--- config.mk ---
export PLATFORM = sky130hd
export DESIGN_NAME = seq_shifter
export DESIGN_NICKNAME = d
export VERILOG_FILES = /design/src/rtl/seq_shifter_pkg.sv /design/src/rtl/seq_shifter_step.sv /design/src/rtl/seq_shifter.sv
export SDC_FILE = /design/constraint.sdc
export NUM_CORES = 1
export LEC_CHECK = 0
export BUFFER_PORTS_ARGS = -buffer_cell sky130_fd_sc_hd__buf_4
export CAP_MARGIN = 10
export CORE_ASPECT_RATIO = 1.25
export CORE_MARGIN = 5
export CORE_UTILIZATION = 50
export CTS_CLUSTER_SIZE = 14
export DETAILED_ROUTE_END_ITERATION = 10
export PLACE_DENSITY = 0.73
export SLEW_MARGIN = 20
export SYNTH_ARGS = -nofsm -noshare
export SYNTH_HDL_FRONTEND = slang
export SYNTH_SLANG_ARGS = --single-unit
--- constraint.sdc ---
create_clock -name clk -period 3.9 [get_ports clk]
set_clock_uncertainty 0.1 [all_clocks]
set_input_delay 0.195 -clock clk [delete_from_list [all_inputs] [get_ports clk]]
set_output_delay 0.195 -clock clk [all_outputs]
set_load 0.02 [all_outputs]
--- src/rtl/seq_shifter_pkg.sv ---
// Shared definitions for the multi-cycle shifter: op codes, FSM states and
// op-code legalisation.
package seq_shifter_pkg;

  localparam logic [2:0] OP_PASS = 3'b000;
  localparam logic [2:0] OP_LSL  = 3'b001;
  localparam logic [2:0] OP_LSR  = 3'b010;
  localparam logic [2:0] OP_ASR  = 3'b011;
  localparam logic [2:0] OP_ROR  = 3'b100;

  typedef enum logic [1:0] {
    IDLE,
    SHIFT,
    DONE
  } state_e;

  // Codes above ROR are reserved and behave as PASS.
  function automatic logic [2:0] legal_op(input logic [2:0] op);
    return (op > OP_ROR) ? OP_PASS : op;
  endfunction

endpackage

--- src/rtl/seq_shifter_step.sv ---
// Single-position combinational shift/rotate step; also reports the bit that
// leaves the word.
module shift_step
  import seq_shifter_pkg::*;
#(
  parameter int WIDTH = 16
) (
  input  logic [WIDTH-1:0] value,
  input  logic [2:0]       op,
  output logic [WIDTH-1:0] next_value,
  output logic             carry_out
);

  // NOTE: every output gets a default before the case so no path leaves it
  // unassigned, which would otherwise infer a latch.
  always_comb begin
    next_value = value;
    carry_out  = 1'b0;
    case (op)
      OP_LSL: begin
        next_value = {value[WIDTH-2:0], 1'b0};
        carry_out  = value[WIDTH-1];
      end
      OP_LSR: begin
        next_value = {1'b0, value[WIDTH-1:1]};
        carry_out  = value[0];
      end
      OP_ASR: begin
        next_value = {value[WIDTH-1], value[WIDTH-1:1]};
        carry_out  = value[0];
      end
      OP_ROR: begin
        next_value = {value[0], value[WIDTH-1:1]};
        carry_out  = value[0];
      end
      default: begin
        next_value = value;
        carry_out  = 1'b0;
      end
    endcase
  end

endmodule

--- src/rtl/seq_shifter.sv ---
// Multi-cycle shifter: one bit position per clock between a request and a
// result valid/ready handshake, with carry and zero flags.
module seq_shifter
  import seq_shifter_pkg::*;
#(
  parameter  int WIDTH = 16,
  localparam int AMT_W = $clog2(WIDTH)
) (
  input  logic             clk,
  input  logic             rst_n,
  input  logic             in_valid,
  output logic             in_ready,
  input  logic [WIDTH-1:0] in_data,
  input  logic [2:0]       in_op,
  input  logic [AMT_W-1:0] in_amt,
  output logic             out_valid,
  input  logic             out_ready,
  output logic [WIDTH-1:0] out_data,
  output logic             out_carry,
  output logic             out_zero
);

  state_e           state_q, state_d;
  logic [WIDTH-1:0] work_q, work_d;
  logic [2:0]       op_q, op_d;
  logic [AMT_W-1:0] cnt_q, cnt_d;
  logic             carry_q, carry_d;

  logic [WIDTH-1:0] step_value;
  logic             step_carry;

  shift_step #(.WIDTH(WIDTH)) u_step (
    .value      (work_q),
    .op         (op_q),
    .next_value (step_value),
    .carry_out  (step_carry)
  );

  always_comb begin
    state_d = state_q;
    work_d  = work_q;
    op_d    = op_q;
    cnt_d   = cnt_q;
    carry_d = carry_q;
    case (state_q)
      IDLE: begin
        if (in_valid) begin
          work_d  = in_data;
          op_d    = legal_op(in_op);
          // PASS needs no steps, so its amount is discarded at accept time.
          cnt_d   = (legal_op(in_op) == OP_PASS) ? '0 : in_amt;
          carry_d = 1'b0;
          state_d = SHIFT;
        end
      end
      SHIFT: begin
        if (cnt_q == '0) begin
          state_d = DONE;
        end else begin
          work_d  = step_value;
          carry_d = step_carry;
          cnt_d   = cnt_q - AMT_W'(1);
        end
      end
      DONE: begin
        if (out_ready) state_d = IDLE;
      end
      default: state_d = IDLE;
    endcase
  end

  // NOTE: sequential state uses non-blocking assignments so every register
  // samples the pre-edge values, independent of statement order.
  always_ff @(posedge clk or negedge rst_n) begin
    if (!rst_n) begin
      state_q <= IDLE;
      work_q  <= '0;
      op_q    <= OP_PASS;
      cnt_q   <= '0;
      carry_q <= 1'b0;
    end else begin
      state_q <= state_d;
      work_q  <= work_d;
      op_q    <= op_d;
      cnt_q   <= cnt_d;
      carry_q <= carry_d;
    end
  end

  // The zero flag is qualified by DONE so it reads 0 out of reset and while
  // the working register still holds intermediate values.
  assign in_ready  = (state_q == IDLE);
  assign out_valid = (state_q == DONE);
  assign out_data  = work_q;
  assign out_carry = carry_q;
  assign out_zero  = (state_q == DONE) && (work_q == '0);

endmodule

# Word level (Yosys, flattened, before mapping)
# Index checks and enable logic that the tools add are counted.
totals:
  ff_bits: 26
  elab_cells: 50
classes:
  eq_ne: 13
  n_reduce_logical: 12
  addsub: 1
  order_cmp: 1
  muxes: 17
op_table:
  columns: ["cell", "n"]
  rows:
  - ["16-bit one-hot mux with 4 select lines", 1]
  - ["16-bit two-way mux", 2]
  - ["16-bit one-hot mux with 2 select lines", 1]
  - ["16-bit logical NOT", 1]
  - ["4-bit two-way mux", 3]
  - ["2-bit != test (second input constant)", 4]
  - ["4-bit one-hot mux with 2 select lines", 1]
  - ["3-bit by 2-bit == test with 1-bit output (second input constant)", 2]
  - ["2-bit two-way mux", 3]
  - ["2-bit one-hot mux with 3 select lines", 1]
  - ["3-bit AND reduction", 2]
  - ["5-bit by 1-bit != test with 1-bit output (second input constant)", 1]
  - ["5-bit AND reduction", 1]
  - ["4-bit logical NOT", 1]
  - ["4-bit by 1-bit != test with 1-bit output (second input constant)", 1]
  - ["1-bit one-hot mux with 2 select lines", 2]
  - ["4-bit AND reduction", 1]
  - ["4-bit by 1-bit subtractor with 4-bit output (second input constant)", 1]
  - ["3-bit by 1-bit == test with 1-bit output (second input constant)", 1]
  - ["3-bit == test (second input constant)", 1]
  - ["3-bit > comparator (second input constant)", 1]
  - ["3-bit logical NOT", 1]
  - ["3-bit two-way mux", 1]
  - ["3-bit OR reduction", 1]
  - ["other kinds (8)", 9]

# Depth between registers and ports, before layout
# Gate-level depths: netlist of run 1.
logic_depth:
  ltp_word: 6
  depth_mapped: 7

# Hierarchy
# A second synthesis of run 1 with hierarchy kept.
hier_totals:
  hier_cells: 228
  area_unflattened_um2: 2258.4
modules_own_cells:
  columns: ["mod", "area_each_um2", "cells_per_inst", "seq_area_each_um2", "instances"]
  rows:
  - ["seq_shifter", 1574.0, 117, 650.6, 1]
  - ["shift_step", 684.4, 111, 0.0, 1]

# Worst setup path before layout of run 1
# Ideal clock, no wire load.
synth_timing:
  path_kind: "flip-flop to flip-flop"
  start: "register cnt_q[0]"
  end: "register work_q[10], in the netlist out_data[10]"
  stages_incl_launch_ff: 8
  setup_ns: 0.092
  path_slack_ns: 2.056
  path_buffers: 2
  required_ns: 3.708
  t_arrival_ns: 1.652
  synth_period_minus_slack_ns: 1.844
  cell_sequence: "dfrtp_1 inv_1 ha_1 a311o_1 or2_1 buf_6 buf_6 o31ai_2"
synth_between:
  elab_chain_cells: 3
synth_rtl:
  columns: ["element", "line_no", "rtl"]
  rows:
  - ["start, declared", "seq_shifter.sv:26", "logic [AMT_W-1:0] cnt_q, cnt_d;"]
  - ["start signal, assigned", "seq_shifter.sv:85", "cnt_q <= cnt_d;"]
  - ["4-bit logical NOT", "seq_shifter.sv:57", "if (cnt_q == '0) begin"]
  - ["2-bit != test (no line)", null, null]
  - ["4-bit AND reduction (no line)", null, null]
  - ["end signal, assigned", "seq_shifter.sv:83", "work_q <= work_d;"]
  - ["end, declared", "seq_shifter.sv:24", "logic [WIDTH-1:0] work_q, work_d;"]
# Every way passes these cells.
# A chain may end at the register's enable or synchronous reset.

# Worst setup path after layout of run 1
layout_timing:
  start: "register cnt_q[0]"
  end: "register work_q[12], in the netlist out_data[12]"
# The elaborated chain is that of the path after synthesis.

==> impl_metrics.toml, run 1 <==
[outcome]
run_status = "complete, no violations"

[sta]
finalWorstSetupSlack_ns = 1.41
hold_viol_final = 0
finalSetupViolations = 0
max_clock_freq_ghz = 0.401
rsz0062_at_grt = "false"
maxSlewHeadroom_pct = 47.4
timing.setup.tns_ns = 0
report.final.slew_viol_count = 0
tightest_slew_ns = 0.790
period_needed_ns = 2.49
fin_crit_sh_pct = 64.0

[grt]
antenna_violations_before_repair = 0
gr_util_all_layers_pct = 21.5
grt_pass1_wl_mm = 7.53
busiest_layer = "met2"
grt_util_met2_pct = 36.0
pin_count_of_the_biggest_net_entering_global_routing = 27
global_route.usage.met1_pct = 26.8
first_global_vias = 1626
globalRouteOverflowTotal = 0
groute.layer.met3.usage_pct = 3.47

[critical_path]
crit_path_end_kind = "flip-flop"
cp-start-kind = "flip-flop"
critPathMaxFanout = 24
worstRegToRegCells = 5
timing.critical_path.required_ns = 3.93
worst_path_largest_cell_delay_ns = 0.70
worst-endpoint-arrival_ns = 2.53
crit_chain = "inv_1 -> ha_1 -> a311o_1 -> or2_1 -> o31ai_1"
criticalPathCategory = "flip-flop to flip-flop"
worst_path_max_delay_cell = "sky130_fd_sc_hd__a311o_1"

[power_and_ir_drop]
power.total_w = 0.00215
static-leakage-power_nw = 0.898
max-vdd-ir-drop_uv = 646
cellPowerDensity_nw_per_um2 = 1070

[clock_network]
clock_sink_count = 26
cts_htree_levels = 1
clk_latency_ns = 0.27
tritoncts = "built"
cts.repair_timing.setup_buffer_count = 0
cts-buffers-inserted = 3
cts_root_buf = "sky130_fd_sc_hd__clkbuf_8"
cts_buffer_depth = 2
clk_pin_slew_worst_paths_ns = 0.09
cts.repair.resized = 0

[logic_synthesis]
synth_enable_flop_cells = 0
synth_area_leader_cell = "sky130_fd_sc_hd__dfrtp_1"
post_synthesis_instance_area_sq_um = 1650
synth.avg_cell_area_sq_um = 8.67
yosysWarnings = 0
register_bit_count_reported_by_yosys = 26
postSynthCellCount = 190
netlist-cell-type-count = 41
most_used_flip_flop_cell_after_synthesis = "sky130_fd_sc_hd__dfrtp_1"
netlist.area_leader.share_pct = 39.5
async_reset_ff_share_pct = 100
synth_nets = 218
synth_seq_area_share_pct = 39.5
synthTopCellsByArea = "sky130_fd_sc_hd__dfrtp_1 (39%), sky130_fd_sc_hd__o21ai_0 (7.0%), sky130_fd_sc_hd__o31ai_2 (6.8%)"

[routing]
total_iterations_of_the_first_detailed_routing_run = 4
detailedRoute.firstIterationViolations = 118
post_dr_wirelength_cell_microns = 17.2
routed_via_density = 6.23
final_antenna_net_count = 0
routed-via-count = 1631
postRouteWirelength_mm = 4.50
drc = 0

[final_layout]
finish.net_count = 255
n_fill_cell = 297
postLayoutCoreUtil_pct = 63.1
drive_above_1_share_pct = 28.4
number_of_antenna_diodes = 0
areaGrowthSynthToFinish_pct = 22.3
stdcell_count = 262

[worst_hold_path]
timing.hold.worst.class = "primary input to flip-flop"
whs_path_depth = 2

[placed_design]
place_worst_setup_slack_ns = 1.46
detailedPlacementHpwl_mm = 3.17
gp_routability_congestion = 0.869
placement.io_buffers = 46
numPlacedInstances = 258

[floorplanning]
floorplan.initialDensity_pct = 51.6
die_w_microns = 61.3
die_h_microns = 74.2
die_area_sq_um = 4550
coreArea_sq_um = 3190
boundary_pins = 47
rows = 23

[run]
drv.max_cap_violation_count = 0
-- cells in the final DEF (no fill, tap or decap), drive strengths merged, types with 2 or more instances in the layout --
master	count
nand3b	2
or3b	2
a31oi	16
a21boi	14
nand3	2
nor4	3
nand2	9
nand4	2
dfrtp	26
a221o	2
nor2b	2
inv	5
nor3	2
o31ai	14
clkbuf	3
nand2b	5
nor2	25
o21ai	25
a21oi	5
buf	48
-- critical path, delay by kind of cell (launching register included) --
family,cells,cell delay [ns]
compound gates,2,0.90
simple gates,1,0.66
flops,1,0.42
fa+ha+maj,1,0.20
buf+inv,1,0.07
-- timing repair --
| action | in CTS | in global routing |
|---|---|---|
| setup endpoints to repair | 0 | 0 |
| hold buffers | 1 | 0 |
| hold endpoints to repair | 26 | 0 |
-- synthesized netlist by cell type (all sizes together), types with 3 or more instances --
cell type,count
inv,5
nor2,25
a21boi,14
buf,10
o31ai,14
clkbuf,7
nand2,9
a31oi,16
a21oi,5
o21ai,25
nor4,3
nand2b,5
dfrtp,26
-- through the flow --
step | area (sq um) | hold WS (ns)
2_1_floorplan | 1650 | -0.201
3_3_place_gp | 1960 | 0.0219
3_5_place_dp | 1960 | 0.0254
4_1_cts | 2020 | 0.0153
5_1_grt | 2020 | 0.00386
6_report | 2020 | 0.0149
-- area by class of cell --
type / count / area, sq um / share of cell area (%)
Clock buffer: 3 / 41.3 / 2.05
Inverter: 5 / 18.8 / 0.931
Multi-Input combinational cell: 142 / 888 / 44.1
Sequential cell: 26 / 651 / 32.3
Tap cell: 37 / 46.3 / 2.30
Timing Repair Buffer: 49 / 370 / 18.4
-- logic make-up (layout without fill, tap and decap cells) --
kind of cell	count (synthesis)	after routing	synth area share, %
AO/OA/AOI/OAI	80	80	34.2
XOR/XNOR	2	2	1.06
AND/OR/NAND/NOR	58	58	17.2
adder cells (fa/ha/maj)	1	1	0.759
buffers and inverters	22	57	6.61
flip-flops	26	26	39.5
multiplexers	1	1	0.683
-- routing by layer --
metal	routed length, microns	share of wire (%)
met3	300	6.7
met4	128	2.8
met2	2340	52
met5	0	0
met1	1730	39
-- state kept, by name (all words and copies together), names as in the netlist --
| register | count |
|---|---|
| out_data | 16 |
| cnt_q | 4 |
| op_q | 3 |
| state_q | 2 |
| out_carry | 1 |
-- power breakdown --
group	internal (W)	switching [W]	leakage, nW	total, W
Sequential	0.000415	0.000184	0.323	0.000599
Combinational	0.000584	0.000811	0.553	0.00139
Clock	0.0000695	0.0000874	0.0216	0.000157
-- final timing paths --
check                               end  slack, ns       from
max                        out_data[12]       1.41   cnt_q[0]
max reg2reg                out_data[12]       1.41   cnt_q[0]
min                          state_q[1]       0.01  out_ready
min in group asynchronous   out_data[2]       0.27      rst_n
min reg2reg                   out_carry       0.41  out_carry
max in group asynchronous     out_carry       3.18      rst_n
Note: power is estimated with default switching activity, not from simulation.
==> inputs of run 2 (changes only) <==
==> constraint.sdc (replaced) <==
create_clock -name clk -period 2.45 [get_ports clk]
set_clock_uncertainty 0.1 [all_clocks]
set_input_delay 0.1225 -clock clk [delete_from_list [all_inputs] [get_ports clk]]
set_output_delay 0.1225 -clock clk [all_outputs]
set_load 0.02 [all_outputs]
==> impl_metrics.toml, run 2 (same netlist as run 1, synthesis figures left out) <==
[clock_network]
cts_root_buf = "sky130_fd_sc_hd__clkbuf_8"
clock_sink_count = 26
cts-buffers-inserted = 3
clk_pin_slew_worst_paths_ns = 0.09
cts_htree_levels = 1
clk_latency_ns = 0.27
tritoncts = "built"
cts_buffer_depth = 2
cts.repair_timing.setup_buffer_count = 0
cts.repair.resized = 0
holdBufCountCts = 4

[routing]
total_iterations_of_the_first_detailed_routing_run = 4
postRouteWirelength_mm = 4.50
drc = 0
routed_via_density = 5.93
final_antenna_net_count = 0
routed-via-count = 1596
post_dr_wirelength_cell_microns = 16.7
detailedRoute.firstIterationViolations = 84

[critical_path]
timing.critical_path.required_ns = 2.52
worst_path_max_delay_cell = "sky130_fd_sc_hd__or2_1"
cp-start-kind = "flip-flop"
crit_path_end_kind = "flip-flop"
crit_chain = "inv_1 -> ha_1 -> a311o_1 -> or2_1 -> o31ai_2"
cp_top_family = "compound AO/OA/AOI/OAI gates"
path_buf_inv = 1
worst-endpoint-arrival_ns = 2.14
criticalPathCategory = "flip-flop to flip-flop"
worst_path_largest_cell_delay_ns = 0.50
critPathMaxFanout = 15

[sta]
period_needed_ns = 2.06
finalSetupViolations = 0
maxSlewHeadroom_pct = 52.2
timing.setup.tns_ns = 0
tightest_slew_ns = 0.717
fin_crit_sh_pct = 84.2
max_clock_freq_ghz = 0.485
hold_viol_final = 0
rsz0062_at_grt = "false"
report.final.slew_viol_count = 0

[final_layout]
post-route-cell-area_sq_um = 2100
final_common_cell = "sky130_fd_sc_hd__buf_4"
final_cell_mix = "sky130_fd_sc_hd__buf_4 (51), sky130_fd_sc_hd__dfrtp_1 (26), sky130_fd_sc_hd__nor2_1 (25), sky130_fd_sc_hd__o21ai_0 (23), sky130_fd_sc_hd__a31oi_1 (16)"
areaGrowthSynthToFinish_pct = 27.3
finish.net_count = 261
sequential_cell_area_in_the_final_layout_sq_um = 651
number_of_antenna_diodes = 0
n_fill_cell = 272
largest_register_ffs = 16
drive_above_1_share_pct = 29.3
multi_input_comb_area_sq_um = 888

[floorplanning]
rows = 23
boundary_pins = 47
floorplan.initialDensity_pct = 51.6
coreArea_sq_um = 3190
die_h_microns = 74.2
die_area_sq_um = 4550
die_w_microns = 61.3

[grt]
antenna_violations_before_repair = 0
gr_util_all_layers_pct = 21.5
grt_pass1_wl_mm = 7.38
globalRouteOverflowTotal = 0
pin_count_of_the_biggest_net_entering_global_routing = 27
first_global_vias = 1667

[power_and_ir_drop]
cellPowerDensity_nw_per_um2 = 1710
switchingPower_w = 0.00173
static-leakage-power_nw = 0.939
power.share.clock_pct = 9.9
pwr-share-comb_pct = 63.8
power.share.switching_pct = 48.3
max-vdd-ir-drop_uv = 1000
power_report.internal_total_w = 0.00186
flop_pwr_share_pct = 26.3

[outcome]
run_status = "complete, no violations"

[placed_design]
placement.io_buffers = 46
post_dp_cell_area_sq_um = 1990
gp_routability_congestion = 0.848
detailedPlacementHpwl_mm = 3.21

[worst_hold_path]
timing.hold.worst.class = "primary input to flip-flop"

[run]
drv.max_cap_violation_count = 0
==> run 2: worst reg2reg max path, delay by kind of cell (launching register included) <==
family / cells / cell delay (ns)
and+or+nand+nor: 1 / 0.50
AOI/OAI and AO/OA: 2 / 0.67
DFF: 1 / 0.40
adders and majority gates: 1 / 0.23
buffers and inverters: 1 / 0.06
==> run 2: metal layers <==
layer / vias up / global-route usage, % / part of all wire (%) / routed length (microns)
met4: 0 / 8.25 / 1.4 / 63
met5: - / 0 / 0 / 0
li1: 782 / - / - / -
met2: 54 / 39.3 / 52 / 2350
met3: 10 / 3.13 / 5.4 / 245
met1: 750 / 24.6 / 41 / 1840
==> run 2: power groups by stage <==
stage / Combinational (W) / Sequential [W] / Clock [W]
final: 0.00229 / 0.000945 / 0.000357
after global placement: 0.00221 / 0.000935 / 0
after detailed placement: 0.00229 / 0.000954 / 0
after CTS: 0.00231 / 0.000942 / 0.000367
after floorplan: 0.00162 / 0.00101 / 0
after global routing: 0.00254 / 0.000984 / 0.000376
==> run 2: worst paths after layout <==
kind,depth (start not counted),end,slack (ns),startpoint
max reg2reg,5,out_data[9],0.39,cnt_q[0]
min in group asynchronous,2,out_data[1],0.19,rst_n
max in group asynchronous,2,state_q[0],1.80,rst_n
max,5,out_data[9],0.39,cnt_q[0]
min reg2reg,2,out_carry,0.41,out_carry
min,3,op_q[0],0.01,in_op[0]
==> run 2: area by class of cell <==
type,count,area share [%]
multi-input combinational,142,42.3
sequential,26,31.0
timing repair buffer,55,20.2
tap,37,2.21
clock buffer,3,1.97
clock inverter,1,1.43
inverter,5,0.894
==> run 2: through the flow <==
step	hold WS [ns]	util (%)	instances	power (W)	setup WS, ns
floorplan	-0.273	-	190	0.00264	0.606
global placement	-0.0509	62.2	261	0.00315	0.493
detailed placement	-0.0455	62.2	261	0.00324	0.403
CTS	0.0120	65.7	269	0.00361	0.368
global route	0.0237	65.7	269	0.00390	0.263
finish	0.0116	65.7	269	0.00359	0.386
